## src/rtl/mem_tester.sv

```systemverilog
// Memory window on the CPU data bus: small word RAM at a fixed base address with
// registered OR-bus read data and a continuous compare against an expected pattern.
module mem_tester #(
  parameter int unsigned base_addr  = 'h80,
  parameter int unsigned addr_size  = 8,
  parameter int unsigned array_size = 4,
  parameter int unsigned word_size  = 8,
  parameter logic [array_size*word_size-1:0] array_content = 32'h0806_0402
) (
  input  logic                 clk,
  input  logic                 reset,
  input  logic [addr_size-1:0] addr,
  input  logic [word_size-1:0] data_in,
  input  logic                 write_en,
  output logic [word_size-1:0] data_out,
  output logic                 content_ok
);

  // One extra bit so base_addr+array_size == 2**addr_size does not wrap
  localparam int unsigned AW = addr_size + 1;
  localparam int unsigned IW = (array_size > 1) ? $clog2(array_size) : 1;
  localparam logic [AW-1:0] LO = AW'(base_addr);
  localparam logic [AW-1:0] HI = AW'(base_addr + array_size);

  logic [word_size-1:0]  mem [array_size];
  logic [AW-1:0]         addr_x;
  logic                  hit;
  logic [IW-1:0]         idx;
  logic [array_size-1:0] word_eq;

  assign addr_x = {1'b0, addr};
  assign hit    = (addr_x >= LO) && (addr_x < HI);
  assign idx    = IW'(addr_x - LO);

  for (genvar i = 0; i < array_size; i++) begin : g_cmp
    assign word_eq[i] = (mem[i] == array_content[i*word_size +: word_size]);
  end

  // Read mux and compare both sample pre-edge contents (read-before-write)
  always_ff @(posedge clk or negedge reset) begin
    if (!reset) begin
      for (int i = 0; i < array_size; i++) mem[i] <= '0;
      data_out   <= '0;
      content_ok <= 1'b0;
    end else begin
      data_out   <= hit ? mem[idx] : '0;
      content_ok <= &word_eq;
      if (write_en && hit) mem[idx] <= data_in;
    end
  end

endmodule

```

## config.mk

```make
export PLATFORM = sky130hd
export DESIGN_NAME = mem_tester
export DESIGN_NICKNAME = d
export VERILOG_FILES = /design/src/rtl/mem_tester.sv
export SDC_FILE = /design/constraint.sdc
export NUM_CORES = 1
export LEC_CHECK = 0
export CAP_MARGIN = 20
export CELL_PAD_IN_SITES_DETAIL_PLACEMENT = 0
export CELL_PAD_IN_SITES_GLOBAL_PLACEMENT = 1
export CORE_MARGIN = 1
export CORE_UTILIZATION = 40
export CTS_BUF_LIST = sky130_fd_sc_hd__clkbuf_16
export DETAILED_ROUTE_END_ITERATION = 8
export GPL_ROUTABILITY_DRIVEN = 0
export GPL_TIMING_DRIVEN = 0
export PLACE_DENSITY_LB_ADDON = 0.1
export SLEW_MARGIN = 20
export SYNTH_ARGS = -nofsm -noshare
export SYNTH_HDL_FRONTEND = slang
export SYNTH_SLANG_ARGS = --single-unit
```

## constraint.sdc

```tcl
create_clock -name clk -period 1.8 [get_ports clk]
set_input_delay 0.18 -clock clk [delete_from_list [all_inputs] [get_ports clk]]
set_output_delay 0.18 -clock clk [all_outputs]
set_load 0.05 [all_outputs]
```

### Word level (Yosys, flattened, before mapping)

Index checks and enable logic that the tools add are counted.

* bits in registers: 41
* output and inout bits: 9

* mux-type cells: 7
* reduce and logical (&&, ||, !) cells: 4
* equality and inequality tests: 4
* magnitude comparators: 4
* $add $sub $neg: 1
* bitwise logic cells: 1

Operators by type and width (count)
* bitwise mux 32 bit: 1
* two-way mux 8 bit: 4
* binary-select mux 8 bit (select 2 bit): 1
* demux 8 bit (select 2 bit): 1
* == test 8 x 3 -> 1 bit, second input constant: 2
* == test 8 x 2 -> 1 bit, second input constant: 1
* == test 8 x 4 -> 1 bit, second input constant: 1
* greater-or-equal comparator 8 bit, second input constant: 1
* less-than comparator 8 bit, second input constant: 1
* AND reduction 4 bit: 1
* greater-or-equal comparator 3 bit, second input constant: 1
* logical AND 1 bit: 3
* less-than comparator 3 x 1 -> 1 bit, second input constant: 1
* inverter 2 -> 3 bit: 1
* subtractor 2 x 1 -> 2 bit, second input constant: 1

### Depth between registers and ports, before layout

Gate-level depths: netlist of the first run.

* depth after elaboration: 7
* mapped depth: 4
* depth with buffers taken out: 3

### Least setup slack after synthesis of the first run

OpenSTA, ideal clock, no wires.

* path type: input -> register
* start point: input addr[6]
* end point: register mem[14] (netlist bit)
* arrival time: 1179 ps
* buffers on the path: 1
* setup time: 125 ps
* path slack: 496 ps
* data required time: 1675 ps
* cell stages on the path: 4
* cells stage by stage: nor4b_4 -> buf_6 -> nand4b_4 -> mux2_4

* word-level cells in the longest chain between the ends: 3
* elaborated cells between the ends (all ways): 4
* classes of those cells: order compare (2); reduce/logical (2)

Ends and longest elaborated chain
* from (decl): line 12 `input logic [addr_size-1:0] addr,`
* greater-or-equal comparator 8 bit / less-than comparator 8 bit (equally long branches): line 32 `assign hit = (addr_x >= LO) && (addr_x < HI);`
* logical AND 1 bit *: line 32
* logical AND 1 bit *: line 48 `if (write_en && hit) mem[idx] <= data_in;`
* to (signal, indexed assignment): line 48
* to (decl): line 25 `logic [word_size-1:0] mem [array_size];`

Mark *: on every way between the ends. The rest lies on a longest branch, timed or not.
A chain may end at the register's enable or synchronous reset.

### Worst setup path in the final report of the first run

Same ends and word-level chain as after synthesis.

==> flow_summary.yaml, run 1 <==
synthesis:
  synth.distinct_cells: 18
  synthAdderAreaFrac_pct: 0
  synth_top_area_share_pct: 55.6
  yosys_warnings: 0
  yosys.area_share.simple_pct: 13.8
  synth-xor-area-share_pct: 0
  synthTopCellsByCount: "41 x dfrtp_1, 31 x mux2_2, 8 x and3_2, 8 x mux4_2, 5 x nor4_1"
  synth-compound-area-share_pct: 0
  synth.most_common_cell: "dfrtp_1"
  synth_nets: 130
  syn_inst: 111
  ys_top_cells_by_area: "dfrtp_1 56%, mux2_2 19%, mux4_2 9.8%"
  muxShareOfSynthArea_pct: 29.5
  synth_top_family_by_area: "multiplexers"
  synth_edf_count: 0
  syn_area_per_cell_um2: 16.6
  synth_area_mm2: 0.00185
  yosysSeqAreaShare_pct: 55.6
  ys_ff_latch: 41
  ys.flop_type: "dfrtp_1"
  synthArstFlopShare_pct: 100
  synth_area_leader_cell: "dfrtp_1"
floorplan:
  num_rows: 24
  dieArea_mm2: 0.00489
  die_h_um: 69.9
  num_io_pins: 28
  die_x_um: 69.9
  start_util_pct: 42.1
  core_mm2: 0.00438
sta:
  min_period_ps: 1750
  relSlewSlack_pct: 65.1
  slew_violations: 0
  fmax_mhz: 571
  final-hold-violation-count: 0
  tns_ps: 0
  clock-skew-final_ps: 2.58
  setup_viol: 0
  fin_crit_sh_pct: 97.4
  rsz0062_at_grt: "yes"
  tightest_slew_ps: 523
critical_path:
  crit_path_end_kind: "flop"
  cp_max_fo: 10
  arrival_ps: 1910
  crit_chain: "clkdlybuf4s50_1 -> nor4b_4 -> buf_6 -> nand4b_4 -> mux2_4"
  slowest_delay_ps: 470
  critPathKind: "input port to flop"
  slowest_stage: "nor4b_4"
  required_ps: 1960
  critPathLaunchType: "input port"
routing:
  wl_per_cell_um: 18.7
  drt-vias-per-instance: 5.55
  drtIter0Drc: 36
  first_pass_iters: 4
  drc_errors: 0
  final_antenna_net_count: 0
  routed_wl_um: 3740
  dr_total_vias: 1110
place:
  port_buffers: 27
  detailed_place_hpwl_um: 2640
cts:
  cts_max_level: 2
  cts_buffers: 5
  clk_path_buf_depth: 2
  cts_root_buf: "clkbuf_16"
  cts.sinks: 41
  clk_pin_slew_worst_paths_ps: 60
  post_cts_buffers: 0
  clock_latency_ps: 270
  cts_tree: "yes"
power:
  power.density_mw_per_mm2: 899
  leakagePower_nw: 1.16
  worst_ir_drop_vdd_mv: 0.504
  p_total_mw: 2.14
status:
  status: "finished clean"
final_layout:
  layout-drive-gt1-share_pct: 43.9
  area_growth_pct: 29.3
  diodes: 0
  final-seq-area_mm2: 0.00103
  fill_cells: 387
  multiInputGateArea_um2: 816
  nNetsFinal: 166
grt:
  grt_pass1_vias: 1204
  antenna_found_initial: 0
  grt_use_total_pct: 17.0
  grt_pass1_wl_um: 6290
  grt_util_met3_pct: 4.04
  grt_use_met2_pct: 27.2
  top_usage_layer: "met2"
  gr-usage-met1_pct: 23.2
  grt_max_degree: 28
  overflow: 0
hold_path:
  worstHoldPathType: "input port to async pin"
run:
  cap_violations: 0
==> cells in the final DEF, fill, tap and decap left out <==
master            n
mux2_4            1
mux2_2           31
mux4_2            8
and3_2            8
nor3b_4           1
buf_2             3
nand3_4           1
nand4_4           1
dlygate4sd3_1     1
bufinv_16         1
nor4b_1           2
nor4_1            5
nor2_1            3
buf_6             1
buf_12            1
nor4b_4           1
clkdlybuf4s50_1  26
inv_1             1
nand4b_4          2
dfrtp_1          41
nand4_1           2
and4b_1           1
clkinv_1          1
clkbuf_16         5
==> metrics by stage <==
step           hold slack, ps  utilization [%]  std cells  worst slack [ps]  cell area (µm²)
6_report                  367             54.4        200              47.2             2390
5_1_grt                   398             54.4        200             -17.6             2390
4_1_cts                   375             54.0        200              23.6             2370
3_5_place_dp              117             50.1        191              -259             2200
3_3_place_gp              508             49.7        190              -408             2180
2_1_floorplan            -116                -        111               496             1850
==> worst paths after layout <==
kind,startpoint,end,slack (ps),cells past startpoint
max in group asynchronous,reset,mem[23]$_DFFE_PN0P_,970,3
worst min-delay path,reset,data_out[1]$_DFF_PN0_,370,2
worst max register to register,mem[7]$_DFFE_PN0P_,data_out[7]$_DFF_PN0_,610,2
worst max-delay path,addr[6],mem[14]$_DFFE_PN0P_,50,5
worst min register to register,mem[2]$_DFFE_PN0P_,mem[2]$_DFFE_PN0P_,520,1
min in group clk,mem[2]$_DFFE_PN0P_,mem[2]$_DFFE_PN0P_,520,1
==> final cells by class <==
cell class,instances,share of cell area (%)
multi-input cells,67,34.2
repair buffers,29,12.4
plain buffers,3,0.891
flip-flops and latches,41,43.0
clock inverters,3,1.57
well taps,52,2.73
clock buffers,5,5.24
==> report_power, final <==
| part | internal (mW) | switching, mW |
|---|---|---|
| Sequential | 0.957 | 0.0252 |
| Clock | 0.644 | 0.338 |
| Combinational | 0.103 | 0.0774 |
| Total | 1.70 | 0.441 |
==> kinds of logic (layout without fill, tap and decap cells) <==
| group | after synthesis | count (layout) |
|---|---|---|
| simple gates | 27 | 27 |
| mux | 40 | 40 |
| buf+inv | 3 | 40 |
| flops | 41 | 41 |
==> registers in the layout (all words and copies together), names as in the netlist <==
register / flops
content_ok: 1
data_out: 8
mem: 32
==> worst max-delay path: cells and delay by family <==
family | cells | cell delay, ps
simple gates | 2 | 700
buf+inv | 2 | 670
mux | 1 | 360
==> routing by layer <==
layer  share of wire [%]  routed length [µm]
met1                  46                1730
met2                  49                1830
met3                 4.4                 163
met4                0.53                  20
met5                   0                   0
==> what timing repair did <==
| action | 4_1_cts | 5_1_grt |
|---|---|---|
| endpoints found under the hold margin | 14 | 0 |
| setup endpoints to repair | 0 | 9 |
| resized for setup | 0 | 2 |
| hold buffers | 1 | 0 |
No activity file was read; power rests on OpenSTA's default activity.
==> run 2, diff against run 1 <==
clock period = 2.2 ns   (was 1.8 ns; I/O delays follow)
==> flow_summary.yaml, run 2 (synthesized netlist as in run 1, its figures left out) <==
power:
  leakagePower_nw: 1.16
  pwr-share-clk_pct: 45.8
  p_seq_share_pct: 45.9
  sw_frac_of_total_pct: 20.4
  p_int_mw: 1.39
  p_sw_mw: 0.357
  worst_ir_drop_vdd_mv: 0.410
  power.density_mw_per_mm2: 739
  p_total_mw: 1.75
  combPwrFrac_pct: 8.3
critical_path:
  slowest_delay_ps: 550
  arrival_ps: 1900
  crit_path_end_kind: "flop"
  cp_max_fo: 10
  cp.buffers_inverters: 2
  rrSetupSlack_ps: 1010
  r2r_cells: 2
  slowest_stage: "clkdlybuf4s50_1"
  r2r_end: "data_out[7]$_DFF_PN0_"
  reg2reg_from: "mem[7]$_DFFE_PN0P_"
  cpLargestDelayFamily: "buffers and inverters"
  required_ps: 2350
  critPathLaunchType: "input port"
  crit_chain: "clkdlybuf4s50_1 -> buf_2 -> nand4_2 -> mux2_2"
  critPathKind: "input port to flop"
final_layout:
  area_growth_pct: 28.3
  diodes: 0
  largest_register_ffs: 32
  finalNonFillerCells: 200
  fill_cells: 387
  largest-register: "mem"
  largest_registers: "mem x32, data_out x8, content_ok x1"
  layout-drive-gt1-share_pct: 43.9
  final_cell_area_mm2: 0.00237
  final_common_cell: "dfrtp_1"
  final_cell_mix: "41 x dfrtp_1, 31 x mux2_2, 26 x clkdlybuf4s50_1"
  nNetsFinal: 166
floorplan:
  core_mm2: 0.00438
  dieArea_mm2: 0.00489
  num_io_pins: 28
  die_h_um: 69.9
  num_rows: 24
  start_util_pct: 42.1
  die_x_um: 69.9
sta:
  relSlewSlack_pct: 61.6
  rsz0062_at_grt: "no"
  tightest_slew_ps: 573
  clock-skew-final_ps: 3.60
  setup_viol: 0
  slew_violations: 0
  min_period_ps: 1750
  fin_crit_sh_pct: 79.5
  fmax_mhz: 571
  tns_ps: 0
  final-hold-violation-count: 0
place:
  detailed_place_hpwl_um: 2640
  place_area_mm2: 0.00220
  dpl.cell_count: 191
  port_buffers: 27
run:
  cap_violations: 0
routing:
  drtIter0Drc: 40
  dr_total_vias: 1112
  drt-vias-per-instance: 5.56
  final_antenna_net_count: 0
  wl_per_cell_um: 18.4
  first_pass_iters: 4
  routed_wl_um: 3680
  drc_errors: 0
cts:
  cts.sinks: 41
  clock_latency_ps: 270
  cts_tree: "yes"
  cts_max_level: 2
  clk_path_buf_depth: 2
  cts_root_buf: "clkbuf_16"
  cts_buffers: 5
  clk_pin_slew_worst_paths_ps: 60
grt:
  overflow: 0
  grt_pass1_wl_um: 6290
  grt_use_total_pct: 17.0
  antenna_found_initial: 0
  grt_max_degree: 28
  grt_pass1_vias: 1204
status:
  status: "finished clean"
hold_path:
  worstHoldPathType: "input port to async pin"
run 2: cell count changes in the layout (fill, tap and decap cells not counted):
cell      previous run  this run
nand4_2              0         1
nand4_4              1         0
nand4b_2             0         1
nand4b_4             2         1
run 2: worst max-delay path by stage:
| stage | cells past startpoint | endpoint | slack (ps) | from |
|---|---|---|---|---|
| 4_1_cts | 4 | mem[17]$_DFFE_PN0P_ | 380 | addr[0] |
| 2_1_floorplan | 4 | mem[14]$_DFFE_PN0P_ | 860 | addr[6] |
| 3_5_place_dp | 4 | mem[17]$_DFFE_PN0P_ | 100 | addr[0] |
| 5_1_grt | 4 | mem[19]$_DFFE_PN0P_ | 330 | addr[0] |
| 3_3_place_gp | 1 | mem[3]$_DFFE_PN0P_ | -50 | reset |
| 6_report | 4 | mem[7]$_DFFE_PN0P_ | 450 | addr[0] |
run 2: per-layer routing:
| metal | GRT usage [%] | up-vias | wire length [µm] |
|---|---|---|---|
| li1 | - | 512 | - |
| met1 | 23.2 | 568 | 1710 |
| met2 | 27.2 | 30 | 1770 |
| met3 | 4.04 | 2 | 173 |
| met4 | 4.67 | 0 | 20 |
| met5 | 0 | - | 0 |
run 2: timing repair:
action                    in CTS  in global routing
resized for setup              0                  0
hold endpoints to repair      14                  0
hold buffers                   1                  0
setup buffers                  0                  0
run 2: layout make-up:
type,count,area (µm²),area share (%)
Timing Repair Buffer,29,295,12.5
Multi-Input combinational cell,67,798,33.7
Tap cell,52,65.1,2.75
Clock buffer,5,125,5.28
Clock inverter,3,37.5,1.58
Buffer,3,21.3,0.898
Sequential cell,41,1030,43.3
run 2: worst reg2reg max path, stage by stage (launching register included):
cell and delay (ps):
dfrtp_1 390, mux4_2 480, and3_2 220
run 2: power groups by stage:
stage / clock [mW] / sequential, mW / combinational [mW]
3_3_place_gp: 0 / 0.815 / 0.139
4_1_cts: 0.818 / 0.803 / 0.148
6_report: 0.801 / 0.803 / 0.146
3_5_place_dp: 0 / 0.817 / 0.146
5_1_grt: 0.853 / 0.807 / 0.159
2_1_floorplan: 0 / 0.810 / 0.0724
run 2: through the flow:
step	util [%]	setup slack, ps	hold slack (ps)
floorplan	-	856	-75.6
global placement	49.7	-48.4	508
detailed placement	50.1	101	157
CTS	54.0	384	415
global route	54.0	328	438
finish	54.0	450	410
==> run 3, diff against run 2 <==
clock period = 1.8 ns   (was 2.2 ns; I/O delays follow)
==> results of run 3 <==
Final layout, timing and power as in run 1 (identical DEF).
